`config.mk`:
```
export PLATFORM = sky130hd
export DESIGN_NAME = mem_arbiter
export DESIGN_NICKNAME = d
export VERILOG_FILES = /design/src/rtl/cpu_pkg.sv /design/src/rtl/mem_arbiter.sv
export SDC_FILE = /design/constraint.sdc
export NUM_CORES = 1
export LEC_CHECK = 0
export ABC_CLOCK_PERIOD_IN_PS = 6500
export CAP_MARGIN = 10
export CORE_UTILIZATION = 34
export CTS_CLUSTER_SIZE = 25
export DETAILED_ROUTE_END_ITERATION = 10
export HOLD_SLACK_MARGIN = 0.1
export PLACE_DENSITY = 0.88
export SYNTH_ARGS = -nofsm -noshare
export SYNTH_HDL_FRONTEND = slang
export SYNTH_SLANG_ARGS = --single-unit
```
`constraint.sdc`:
```
create_clock -name clk -period 6.5 [get_ports clk]
set_input_delay 1.3 -clock clk [delete_from_list [all_inputs] [get_ports clk]]
set_output_delay 1.3 -clock clk [all_outputs]
set_load 0.05 [all_outputs]
```
`src/rtl/cpu_pkg.sv`:
```
// Shared types for the CPU / DMA memory arbiter.
//   addr_t, data_t      : memory address and data words
//   arb_state_t         : arbiter FSM state encoding
//   DMA_MAX_BURST_DEF   : default cap on consecutive locked DMA grants
package cpu_pkg;

  localparam int ADDR_W = 16;
  localparam int DATA_W = 8;

  typedef logic [ADDR_W-1:0] addr_t;
  typedef logic [DATA_W-1:0] data_t;

  typedef enum logic [1:0] {
    PREF_CPU  = 2'd0,
    PREF_DMA  = 2'd1,
    DMA_BURST = 2'd2
  } arb_state_t;

  localparam int DMA_MAX_BURST_DEF = 16;

endpackage

```
`src/rtl/mem_arbiter.sv`:
```
// Two-requester (CPU, DMA) arbiter in front of a single-port memory with
// registered read data.
//
// Handshake: a requester holds req (with we/addr/wdata stable) until its gnt
// is seen high; gnt is combinational and the access is committed at the same
// posedge. A granted read returns its data on <owner>_rvalid exactly one cycle
// later; <owner>_rdata is zero whenever <owner>_rvalid is low.
//
// Ports:
//   clk, reset                 clock, async active-high reset
//   cpu_req/we/addr/wdata      CPU request side
//   cpu_gnt/rvalid/rdata       CPU response side
//   dma_*                      same as cpu_*, for the DMA/loader
//   dma_lock                   with a DMA grant: keep the port next cycle
//   mem_mw/addr/wdata          memory command
//   mem_rdata                  memory read data (one cycle after address)
//   dbg_state, dbg_burst_cnt   FSM state and burst counter for observation
module mem_arbiter
  import cpu_pkg::*;
#(
  parameter int DMA_MAX_BURST = DMA_MAX_BURST_DEF
) (
  input  logic       clk,
  input  logic       reset,
  input  logic       cpu_req,
  input  logic       cpu_we,
  input  addr_t      cpu_addr,
  input  data_t      cpu_wdata,
  output logic       cpu_gnt,
  output logic       cpu_rvalid,
  output data_t      cpu_rdata,
  input  logic       dma_req,
  input  logic       dma_we,
  input  addr_t      dma_addr,
  input  data_t      dma_wdata,
  input  logic       dma_lock,
  output logic       dma_gnt,
  output logic       dma_rvalid,
  output data_t      dma_rdata,
  output logic       mem_mw,
  output addr_t      mem_addr,
  output data_t      mem_wdata,
  input  data_t      mem_rdata,
  output logic [1:0] dbg_state,
  output logic [7:0] dbg_burst_cnt
);

  localparam logic [7:0] BURST_LIMIT = 8'(DMA_MAX_BURST);

  arb_state_t state, state_next;
  logic [7:0] burst_cnt, burst_cnt_next;
  logic [7:0] burst_inc;
  logic       cpu_rd_pend, dma_rd_pend;

  assign burst_inc = burst_cnt + 8'd1;

  always_ff @(posedge clk or posedge reset) begin
    if (reset) begin
      state     <= PREF_CPU;
      burst_cnt <= 8'd0;
    end else begin
      state     <= state_next;
      burst_cnt <= burst_cnt_next;
    end
  end

  always_comb begin
    state_next     = state;
    burst_cnt_next = burst_cnt;
    cpu_gnt        = 1'b0;
    dma_gnt        = 1'b0;
    // Grants are suppressed while reset is held, whatever the requests say.
    if (!reset) begin
      case (state)
        PREF_CPU: begin
          if (cpu_req) begin
            cpu_gnt = 1'b1;
            if (dma_req) state_next = PREF_DMA;
          end else if (dma_req) begin
            dma_gnt    = 1'b1;
            state_next = dma_lock ? DMA_BURST : PREF_CPU;
          end
        end
        PREF_DMA: begin
          if (dma_req) begin
            dma_gnt    = 1'b1;
            state_next = dma_lock ? DMA_BURST : PREF_CPU;
          end else if (cpu_req) begin
            cpu_gnt = 1'b1;
          end
        end
        DMA_BURST: begin
          if (dma_req) begin
            dma_gnt = 1'b1;
            if (!dma_lock) begin
              state_next = PREF_CPU;
            end else begin
              // Counting up to the limit forces an exit, so the counter
              // can never wrap.
              burst_cnt_next = burst_inc;
              if (burst_inc >= BURST_LIMIT) state_next = PREF_CPU;
            end
          end else begin
            // DMA released the port: the CPU may use this same cycle.
            cpu_gnt    = cpu_req;
            state_next = PREF_CPU;
          end
        end
        default: state_next = PREF_CPU;
      endcase
      if (state_next == DMA_BURST && state != DMA_BURST) burst_cnt_next = 8'd0;
    end
  end

  // Memory command mux; the idle default is a harmless read at cpu_addr.
  always_comb begin
    mem_mw    = 1'b0;
    mem_addr  = cpu_addr;
    mem_wdata = '0;
    if (cpu_gnt) begin
      mem_mw    = cpu_we;
      mem_addr  = cpu_addr;
      mem_wdata = cpu_wdata;
    end else if (dma_gnt) begin
      mem_mw    = dma_we;
      mem_addr  = dma_addr;
      mem_wdata = dma_wdata;
    end
  end

  // Owner pipeline: remembers who issued last cycle's read.
  always_ff @(posedge clk or posedge reset) begin
    if (reset) begin
      cpu_rd_pend <= 1'b0;
      dma_rd_pend <= 1'b0;
    end else begin
      cpu_rd_pend <= cpu_gnt & ~cpu_we;
      dma_rd_pend <= dma_gnt & ~dma_we;
    end
  end

  assign cpu_rvalid = cpu_rd_pend;
  assign dma_rvalid = dma_rd_pend;
  assign cpu_rdata  = cpu_rd_pend ? mem_rdata : '0;
  assign dma_rdata  = dma_rd_pend ? mem_rdata : '0;

  assign dbg_state     = state;
  assign dbg_burst_cnt = burst_cnt;

endmodule

```
==> results of run 1 <==
## Yosys cell counts, types with 2 or more instances
library cell   n  area (µm²)
o21ai_1        3       15.01
nor2b_1        3       18.77
nand3_1        5       25.02
o31ai_1        2       15.01
and4_1         3       26.28
buf_6          2       22.52
nor2_1         5       18.77
clkbuf_1       3       11.26
mux2_2         8       90.09
o21ai_0        7       35.03
nor4_1         3       18.77
o211ai_1       3       22.52
a22o_1         9       78.83
nand2_1        5       18.77
mux2_4        11       165.2
and2_1        16       100.1
ha_1           5       62.56
a211oi_1       2       15.01
dfrtp_1       12       300.3
a21oi_1        3       15.01
inv_1          9       33.78
a22oi_1        3       22.52
nand4_1        2       12.51
a31oi_1        2       12.51
## where the power goes
group / internal [mW] / switching (mW)
Sequential: 0.102 / 0.0570
Combinational: 0.215 / 0.327
Clock: 0.0408 / 0.0266
## metal layers
| layer | global-route usage | part of all wire |
|---|---|---|
| met1 | 0.2665 | 0.38 |
| met2 | 0.4224 | 0.51 |
| met3 | 0.06429 | 0.085 |
| met4 | 0.07500 | 0.019 |
| met5 | 0 | 0 |
## state kept, by name, indices dropped and copies added, names as in the netlist
name and flops:
dbg_burst_cnt 8, dbg_state 2, cpu_rvalid 1, dma_rvalid 1
## worst max-delay path: stages
cell and delay (ns):
clkdlybuf4s50_1 0.69, nor2_1 0.25, o211a_1 0.21, and2_4 0.40, mux2_2 0.38, clkdlybuf4s50_1 0.70
## logic make-up (layout without fill, tap and decap cells)
| family | Yosys count | after routing |
|---|---|---|
| AO/OA/AOI/OAI | 42 | 42 |
| XOR/XNOR | 1 | 1 |
| adder cells (fa/ha/maj) | 5 | 5 |
| buffers and inverters | 17 | 129 |
| flip-flops | 12 | 12 |
| multiplexers | 19 | 19 |
| AND/OR/NAND/NOR | 48 | 48 |
## path summary, 6_finish.rpt
kind | from | to | depth (start not counted) | slack [ns]
worst max-delay path | reset | mem_addr[2] | 6 | 1.25
worst min-delay path | dbg_burst_cnt[0] | dbg_burst_cnt[0] | 1 | 0.59
worst max register to register | dbg_state[0] | dbg_state[1] | 6 | 4.52
worst min register to register | dbg_burst_cnt[0] | dbg_burst_cnt[0] | 1 | 0.59
max in group asynchronous | reset | dbg_state[1] | 2 | 4.26
min in group asynchronous | reset | cpu_rvalid | 2 | 1.86
## final cells by class
cell class | count | area, µm²
clock buffer | 3 | 41.29
fill | 313 | 1157
inverter | 9 | 33.78
multi-input combinational | 115 | 924.6
sequential | 12 | 300.3
tap | 48 | 60.06
timing repair buffer | 117 | 1171
## through the flow
step | total power [mW] | worst slack [ns] | utilization | instance area [µm²]
2_1_floorplan | 0.5281 | 2.250 | - | 1323
3_3_place_gp | 0.6925 | 1.346 | 0.6750 | 2490
3_5_place_dp | 0.7000 | 1.289 | 0.6750 | 2490
4_1_cts | 0.7709 | 1.279 | 0.6862 | 2531
5_1_grt | 0.8084 | 1.126 | 0.6862 | 2531
6_report | 0.7694 | 1.253 | 0.6862 | 2531
==> impl_metrics.py, run 1 <==
metrics = {
    "floorplanning": {
        "start_util": 0.3585,
        "dieArea_um2": 4143,
        "rows": 22,
        "die_x_um": 64.37,
        "core_um2": 3689,
        "io_pins": 118,
        "die_y_um": 64.37,
    },
    "worst_setup_path": {
        "required_ns": 5.20,
        "worstSetupStartpointType": "input port",
        "crit_path_max_fanout": 25,
        "cp.arrival_ns": 3.95,
        "worstSetupPathType": "input port to output pin",
        "end_kind": "output pin",
    },
    "run_status": {
        "outcome": "finished clean",
    },
    "synthesis": {
        "synth-simple-area-share": 0.2138,
        "synthFlopType": "dfrtp_1",
        "synth_fa_ha_area_frac": 0.04730,
        "synth_warnings": 0,
        "synth_top_family_by_area": "compound AO/OA/AOI/OAI gates",
        "synth_area_um2": 1323,
        "ys_async_sr_fraction": 1.000,
        "syn_nets": 212,
        "seq_area_frac_synth": 0.2271,
        "synth_edf_count": 0,
        "synth_xor_area_frac": 0.006623,
        "ys_ff_latch": 12,
        "avgSynthCellArea_um2": 9.184,
        "synth_mux_area_frac": 0.1930,
        "synth_compound_area_frac": 0.2384,
        "yosysUniqueCellTypes": 42,
        "netlist_instances": 144,
    },
    "sta": {
        "finalCriticalPeriod_ns": 5.247,
        "tightest_slew_ns": 0.6982,
        "fin_crit_sh": 0.8073,
        "setup-violations-final": 0,
        "relSlewSlack": 0.5306,
        "hold_viol": 0,
        "tns_ns": 0,
        "rsz0062_at_grt": "no",
        "whs_ns": 0.5907,
        "final_max_slew_viol_count": 0,
        "fmax_mhz": 190.6,
        "fin_skew_ns": 0.004793,
    },
    "clocking": {
        "clock_sinks": 12,
        "holdBufCountCts": 0,
        "cts_buffers": 3,
        "cts.clk_slew.worst_paths_ns": 0.05,
        "cts_tree": "built",
        "clk_latency_ns": 0.24,
        "cts_setup_buffers": 0,
        "htree_num_levels": 1,
        "cts_buffer_depth": 2,
        "cts-root-buf": "clkbuf_8",
        "cts_resized": 0,
    },
    "hold_path": {
        "min_path_type": "flip-flop to flip-flop",
    },
    "placed_design": {
        "io_buffers": 117,
        "dpl.cell_count": 301,
        "place_congestion": 0.8012,
        "hpwl_um": 4072,
    },
    "layout": {
        "final_cell_count_no_fill": 304,
        "layout_commonest_cell": "clkdlybuf4s50_1",
        "syn_to_final_growth_pct": 91.39,
        "fin_nets": 326,
        "drive_above_1_share": 0.1055,
        "antenna_cells": 0,
        "layout_common_cells": "clkdlybuf4s50_1 (117), and2_1 (16), dfrtp_1 (12), mux2_4 (11)",
    },
    "route": {
        "ant_nets": 0,
        "drtIter0Drc": 53,
        "drt_pass1_iterations": 4,
        "post_drt_wl_per_cell_um": 16.51,
        "routed_wl_um": 5018,
        "post-route-drc-count": 0,
        "vias_per_cell": 5.263,
        "vias": 1600,
    },
    "grt": {
        "grt_pass1_vias": 1381,
        "grt_pass1_wl_um": 7410,
        "antenna_found_initial": 0,
        "grt_start_max_net_pins": 26,
        "grt_usage": 0.2355,
        "grt_overflow": 0,
    },
    "power": {
        "power_density_nw_per_um2": 304.0,
        "power_leakage_nw": 1.013,
        "irDropWorstVdd_v": 0.0002938,
    },
    "run": {
        "drv_cap": 0,
    },
}
Power figures use the tool's default switching activity.
==> run 2: changes to the inputs <==
--- a/config.mk
+++ b/config.mk
@@ -5,13 +5,13 @@
 export SDC_FILE = /design/constraint.sdc
 export NUM_CORES = 1
 export LEC_CHECK = 0
-export ABC_CLOCK_PERIOD_IN_PS = 6500
+export ABC_CLOCK_PERIOD_IN_PS = 4200
 export CAP_MARGIN = 10
-export CORE_UTILIZATION = 34
+export CORE_UTILIZATION = 28
 export CTS_CLUSTER_SIZE = 25
 export DETAILED_ROUTE_END_ITERATION = 10
 export HOLD_SLACK_MARGIN = 0.1
-export PLACE_DENSITY = 0.88
+export PLACE_DENSITY = 0.77
 export SYNTH_ARGS = -nofsm -noshare
 export SYNTH_HDL_FRONTEND = slang
 export SYNTH_SLANG_ARGS = --single-unit
==> constraint.sdc (replaced) <==
create_clock -name clk -period 4.2 [get_ports clk]
set_input_delay 0.84 -clock clk [delete_from_list [all_inputs] [get_ports clk]]
set_output_delay 0.84 -clock clk [all_outputs]
set_load 0.05 [all_outputs]
==> run 2 against run 1 <==
Sequential cell count is the same. Clock power up 87%. Count of clock-buffer cells in the layout is 1 higher. Non-clock buffer count up 2. Critical path type unchanged. Final cell count increased by 2.3%. Power increased by 62%. The flow now finishes with violations (design-rule violations). Global-route usage shrank 5.8 points. Register-to-register slack worse by 2.2 ns. Worst setup slack got worse by 0.68 ns. Wire length fell by 5.6%.
==> impl_metrics.py, run 2 (synthesis results as in run 1) <==
metrics = {
    "run_status": {
        "outcome": "complete, but fails checks",
        "violations": "design-rule violations",
    },
    "worst_setup_path": {
        "path_buf_inv": 2,
        "slowest_stage": "clkdlybuf4s50_1",
        "crit_path_max_fanout": 25,
        "r2r_slack_ns": 2.30,
        "crit_path_cell_trace": "clkdlybuf4s50_1 -> nor2b_1 -> o21ai_1 -> and2_4 -> mux2_2 -> buf_4",
        "slowest_delay_ns": 0.61,
        "reg2reg_to": "dbg_burst_cnt[0]",
        "worstSetupStartpointType": "input port",
        "reg2reg_depth": 6,
        "end_kind": "output pin",
        "cp.arrival_ns": 2.79,
        "worstSetupPathType": "input port to output pin",
        "cp_top_family": "buffers and inverters",
        "required_ns": 3.36,
        "rr_startpoint": "dbg_state[0]",
    },
    "power": {
        "power_density_nw_per_um2": 475.8,
        "irDropWorstVdd_v": 0.0003830,
        "design_power_total_mw": 1.244,
        "power_leakage_nw": 1.088,
    },
    "sta": {
        "fin_crit_sh": 0.8643,
        "fmax_mhz": 275.5,
        "finalWorstSetupSlack_ns": 0.5700,
        "setup-violations-final": 0,
        "rsz0062_at_grt": "no",
        "whs_ns": 0.5886,
        "tightest_slew_ns": 0.6835,
        "finalCriticalPeriod_ns": 3.630,
        "hold_viol": 0,
        "final_max_slew_viol_count": 0,
        "relSlewSlack": 0.5404,
        "tns_ns": 0,
        "fin_skew_ns": 0.0005096,
    },
    "layout": {
        "layout_common_cells": "clkdlybuf4s50_1 (92), buf_4 (18), and2_1 (16), dfrtp_1 (12), mux2_4 (11)",
        "largest_reg_flops": 8,
        "drive_above_1_share": 0.2124,
        "fin_nets": 328,
        "final_cell_count_no_fill": 311,
        "antenna_cells": 0,
        "final_util": 0.5884,
        "syn_to_final_growth_pct": 97.73,
        "layout_commonest_cell": "clkdlybuf4s50_1",
        "design_area_um2": 2615,
    },
    "route": {
        "drtIter0Drc": 51,
        "routed_wl_um": 4736,
        "post_drt_wl_per_cell_um": 15.23,
        "post-route-drc-count": 26,
        "ant_nets": 0,
        "drt_pass1_iterations": 7,
        "vias_per_cell": 5.061,
        "vias": 1574,
    },
    "hold_path": {
        "min_path_type": "flip-flop to flip-flop",
        "hold_end": "dbg_burst_cnt[7]",
        "min_from": "dbg_burst_cnt[7]",
        "holdPathStages": 2,
    },
    "floorplanning": {
        "start_util": 0.2976,
        "die_x_um": 70.73,
        "dieArea_um2": 5002,
        "die_y_um": 70.73,
        "rows": 24,
        "io_pins": 118,
        "core_um2": 4444,
    },
    "clocking": {
        "holdBufCountCts": 0,
        "cts.clk_slew.worst_paths_ns": 0.05,
        "clk_latency_ns": 0.24,
        "cts_buffer_depth": 2,
        "cts_buffers": 3,
        "cts-root-buf": "clkbuf_8",
        "htree_num_levels": 1,
        "cts_setup_buffers": 0,
        "clock_sinks": 12,
        "cts_resized": 0,
        "cts_tree": "built",
    },
    "run": {
        "drv_cap": 0,
    },
    "grt": {
        "grt_pass1_vias": 1423,
        "grt_pass1_wl_um": 7210,
        "grt_start_max_net_pins": 26,
        "grt_overflow": 0,
        "grt_usage": 0.1779,
        "antenna_found_initial": 0,
    },
    "placed_design": {
        "io_buffers": 117,
        "dpl.cell_count": 307,
        "dp_slack_ns": 0.5795,
        "place_congestion": 0.8176,
        "hpwl_um": 3906,
        "dpl_cell_area_um2": 2560,
    },
}
run 2: changes by cell type in the layout (fill, tap and decap cells not counted):
cell	delta
clkdlybuf4s50_1	-25
buf_12	+9
buf_4	+18
clkbuf_8	+1
run 2: cell type report:
type                    count  area (µm²)
multi-input cells         115       924.6
well taps                  52       65.06
fillers                   410        1829
inverters                   9       33.78
repair buffers            119        1236
clock buffers               4       55.05
flip-flops and latches     12       300.3
run 2: worst max path at each step:
stage | from | end | slack [ns] | cells after the start
final | dma_req | mem_addr[15] | 0.57 | 6
after global routing | dma_req | mem_addr[15] | 0.46 | 6
after CTS | dma_req | mem_addr[1] | 0.57 | 6
after detailed placement | dma_req | mem_addr[1] | 0.58 | 6
after global placement | dma_req | mem_addr[2] | 0.65 | 6
after floorplan | dbg_state[0] | mem_mw | 0.54 | 6
run 2: power breakdown:
group	total, mW	switching, mW	internal [mW]
clock	0.126	0.0433	0.0829
sequential	0.244	0.0859	0.158
combinational	0.874	0.515	0.359
total	1.24	0.644	0.600
run 2: metal layers:
metal | track usage | wire length, µm | share of wire | up-vias
li1 | - | - | - | 766
met1 | 0.2033 | 1774 | 0.37 | 728
met2 | 0.3269 | 2432 | 0.51 | 71
met3 | 0.04416 | 450 | 0.095 | 9
met4 | 0.05111 | 79 | 0.017 | 0
met5 | 0 | 0 | 0 | -
run 2: tightest hold or removal path, stage by stage, from the launching register on:
cell	delay [ns]
dfrtp_1	0.40
nand2_1	0.07
o211ai_1	0.08
==> run 3: changes to the inputs <==
--- a/config.mk
+++ b/config.mk
@@ -7,7 +7,9 @@
 export LEC_CHECK = 0
 export ABC_CLOCK_PERIOD_IN_PS = 4200
 export CAP_MARGIN = 10
-export CORE_UTILIZATION = 28
+export CELL_PAD_IN_SITES_DETAIL_PLACEMENT = 0
+export CELL_PAD_IN_SITES_GLOBAL_PLACEMENT = 2
+export CORE_UTILIZATION = 14
 export CTS_CLUSTER_SIZE = 25
 export DETAILED_ROUTE_END_ITERATION = 10
 export HOLD_SLACK_MARGIN = 0.1
==> run 3 against run 2 <==
The run now ends clean. Count of clock-buffer cells in the layout did not move. Fmax grew 0.28%. Wire length up 2.3%. Via count is 3.2% lower. Sequential cell count unchanged. Register-to-register slack worse by 0.04 ns. Worst hold slack gained 0.0052 ns. Non-clock buffer count down 1. Power about the same. Sequential power rose by 2%. First-iteration DRC count down 2.0%. Largest cell class unchanged. Highest routed layer unchanged.
==> impl_metrics.py, run 3 (synthesis results as in run 1) <==
metrics = {
    "power": {
        "design_power_total_mw": 1.245,
        "power_leakage_nw": 1.085,
        "power_switching_mw": 0.6487,
        "power_frac_comb": 0.698,
        "seqPwrFrac": 0.200,
        "p_int_mw": 0.5965,
        "clock_power_share": 0.103,
        "power.share.switching": 0.5210,
        "irDropWorstVdd_v": 0.0001873,
        "power_density_nw_per_um2": 464.8,
    },
    "placed_design": {
        "hpwl_um": 3962,
        "io_buffers": 117,
        "dp_slack_ns": 0.5688,
        "dpl_cell_area_um2": 2624,
        "dpl.cell_count": 365,
        "place_congestion": 0.7038,
    },
    "layout": {
        "fin_nets": 327,
        "fillers": 974,
        "antenna_cells": 0,
        "layout_commonest_cell": "clkdlybuf4s50_1",
        "largest_reg_flops": 8,
        "final_cell_count_no_fill": 369,
        "syn_to_final_growth_pct": 102.6,
        "final_util": 0.2913,
        "layout_common_cells": "clkdlybuf4s50_1 (91), buf_4 (18), and2_1 (16), dfrtp_1 (12), mux2_4 (11)",
        "design_area_um2": 2679,
        "drive_above_1_share": 0.2132,
    },
    "floorplanning": {
        "die_x_um": 99.20,
        "start_util": 0.1438,
        "rows": 35,
        "core_um2": 9196,
        "die_y_um": 99.20,
        "io_pins": 118,
        "dieArea_um2": 9840,
    },
    "route": {
        "post-route-drc-count": 0,
        "drt_pass1_iterations": 5,
        "vias": 1523,
        "drtIter0Drc": 50,
        "post_drt_wl_per_cell_um": 13.13,
        "wl_met1_um": 2114,
        "ant_nets": 0,
        "routed.top_layer": "met4",
        "route.met2.wl_um": 2486,
        "routed_wl_um": 4844,
        "vias_per_cell": 4.127,
        "met3_wirelength_um": 183,
    },
    "grt": {
        "grt_usage": 0.09339,
        "grt_start_max_net_pins": 26,
        "grt_pass1_vias": 1411,
        "antenna_found_initial": 0,
        "grt_pass1_wl_um": 7452,
        "grt_overflow": 0,
    },
    "worst_setup_path": {
        "r2r_slack_ns": 2.26,
        "worstSetupStartpointType": "input port",
        "end_kind": "output pin",
        "crit_path_max_fanout": 25,
        "reg2reg_to": "dbg_burst_cnt[0]",
        "crit_path_cell_trace": "clkdlybuf4s50_1 -> nor2b_1 -> o21ai_1 -> and2_4 -> mux2_2 -> buf_4",
        "required_ns": 3.36,
        "slowest_delay_ns": 0.61,
        "rr_startpoint": "dbg_state[0]",
        "reg2reg_depth": 6,
        "slowest_stage": "clkdlybuf4s50_1",
        "cp.arrival_ns": 2.78,
        "worstSetupPathType": "input port to output pin",
    },
    "clocking": {
        "cts_buffer_depth": 2,
        "clk_latency_ns": 0.24,
        "cts_buffers": 3,
        "cts_tree": "built",
        "holdBufCountCts": 0,
        "cts_resized": 0,
        "cts_setup_buffers": 0,
        "htree_num_levels": 1,
        "cts-root-buf": "clkbuf_8",
        "cts.clk_slew.worst_paths_ns": 0.06,
        "clock_sinks": 12,
    },
    "hold_path": {
        "holdPathStages": 1,
        "min_path_type": "flip-flop to flip-flop",
        "min_from": "dbg_burst_cnt[0]",
        "hold_end": "dbg_burst_cnt[0]",
    },
    "sta": {
        "rsz0062_at_grt": "no",
        "finalWorstSetupSlack_ns": 0.5800,
        "relSlewSlack": 0.4803,
        "hold_viol": 0,
        "whs_ns": 0.5937,
        "tightest_slew_ns": 0.7729,
        "fin_skew_ns": 0.0004106,
        "fmax_mhz": 276.2,
        "final_max_slew_viol_count": 0,
        "tns_ns": 0,
        "finalCriticalPeriod_ns": 3.620,
        "fin_crit_sh": 0.8619,
        "setup-violations-final": 0,
    },
    "run": {
        "drv_cap": 0,
    },
    "run_status": {
        "outcome": "finished clean",
    },
}
-- run 3: cell types whose count changed in the layout (fill, tap and decap cells not counted), sizes merged --
cell,before,now
clkdlybuf4s50,92,91
-- run 3: final cells by class --
| type | instances | area, µm² | area share |
|---|---|---|---|
| flip-flops and latches | 12 | 300.3 | 0.1121 |
| clock buffers | 4 | 55.05 | 0.02055 |
| multi-input cells | 115 | 924.6 | 0.3452 |
| well taps | 111 | 138.9 | 0.05184 |
| inverters | 9 | 33.78 | 0.01261 |
| repair buffers | 118 | 1226 | 0.4577 |
-- run 3: worst max path at each step --
stage | cells after the start | endpoint | from
after global placement | 6 | mem_addr[1] | dma_req
after floorplan | 6 | mem_mw | dbg_state[0]
final | 6 | mem_addr[0] | dma_req
after detailed placement | 6 | mem_addr[0] | dma_req
after global routing | 6 | mem_addr[0] | dma_req
after CTS | 6 | mem_addr[0] | dma_req
-- run 3: critical path, delay by kind of cell --
kind                   cells  cell delay, ns
muxes                      1            0.39
buffers and inverters      2            0.80
and+or+nand+nor            2            0.51
AOI/OAI and AO/OA          1            0.23
-- run 3: metal layers --
layer / up-vias / global-route usage
li1: 767 / -
met1: 709 / 0.1191
met2: 43 / 0.1641
met3: 4 / 0.01054
met4: 0 / 0.03054
met5: - / 0
-- run 3: power groups by stage --
stage               Clock [mW]  Combinational (mW)  Sequential [mW]
CTS                      0.131               0.877            0.249
finish                   0.128               0.869            0.249
global placement             0               0.870            0.249
global route             0.136               0.924            0.264
detailed placement           0               0.874            0.250
floorplan                    0               0.458            0.360
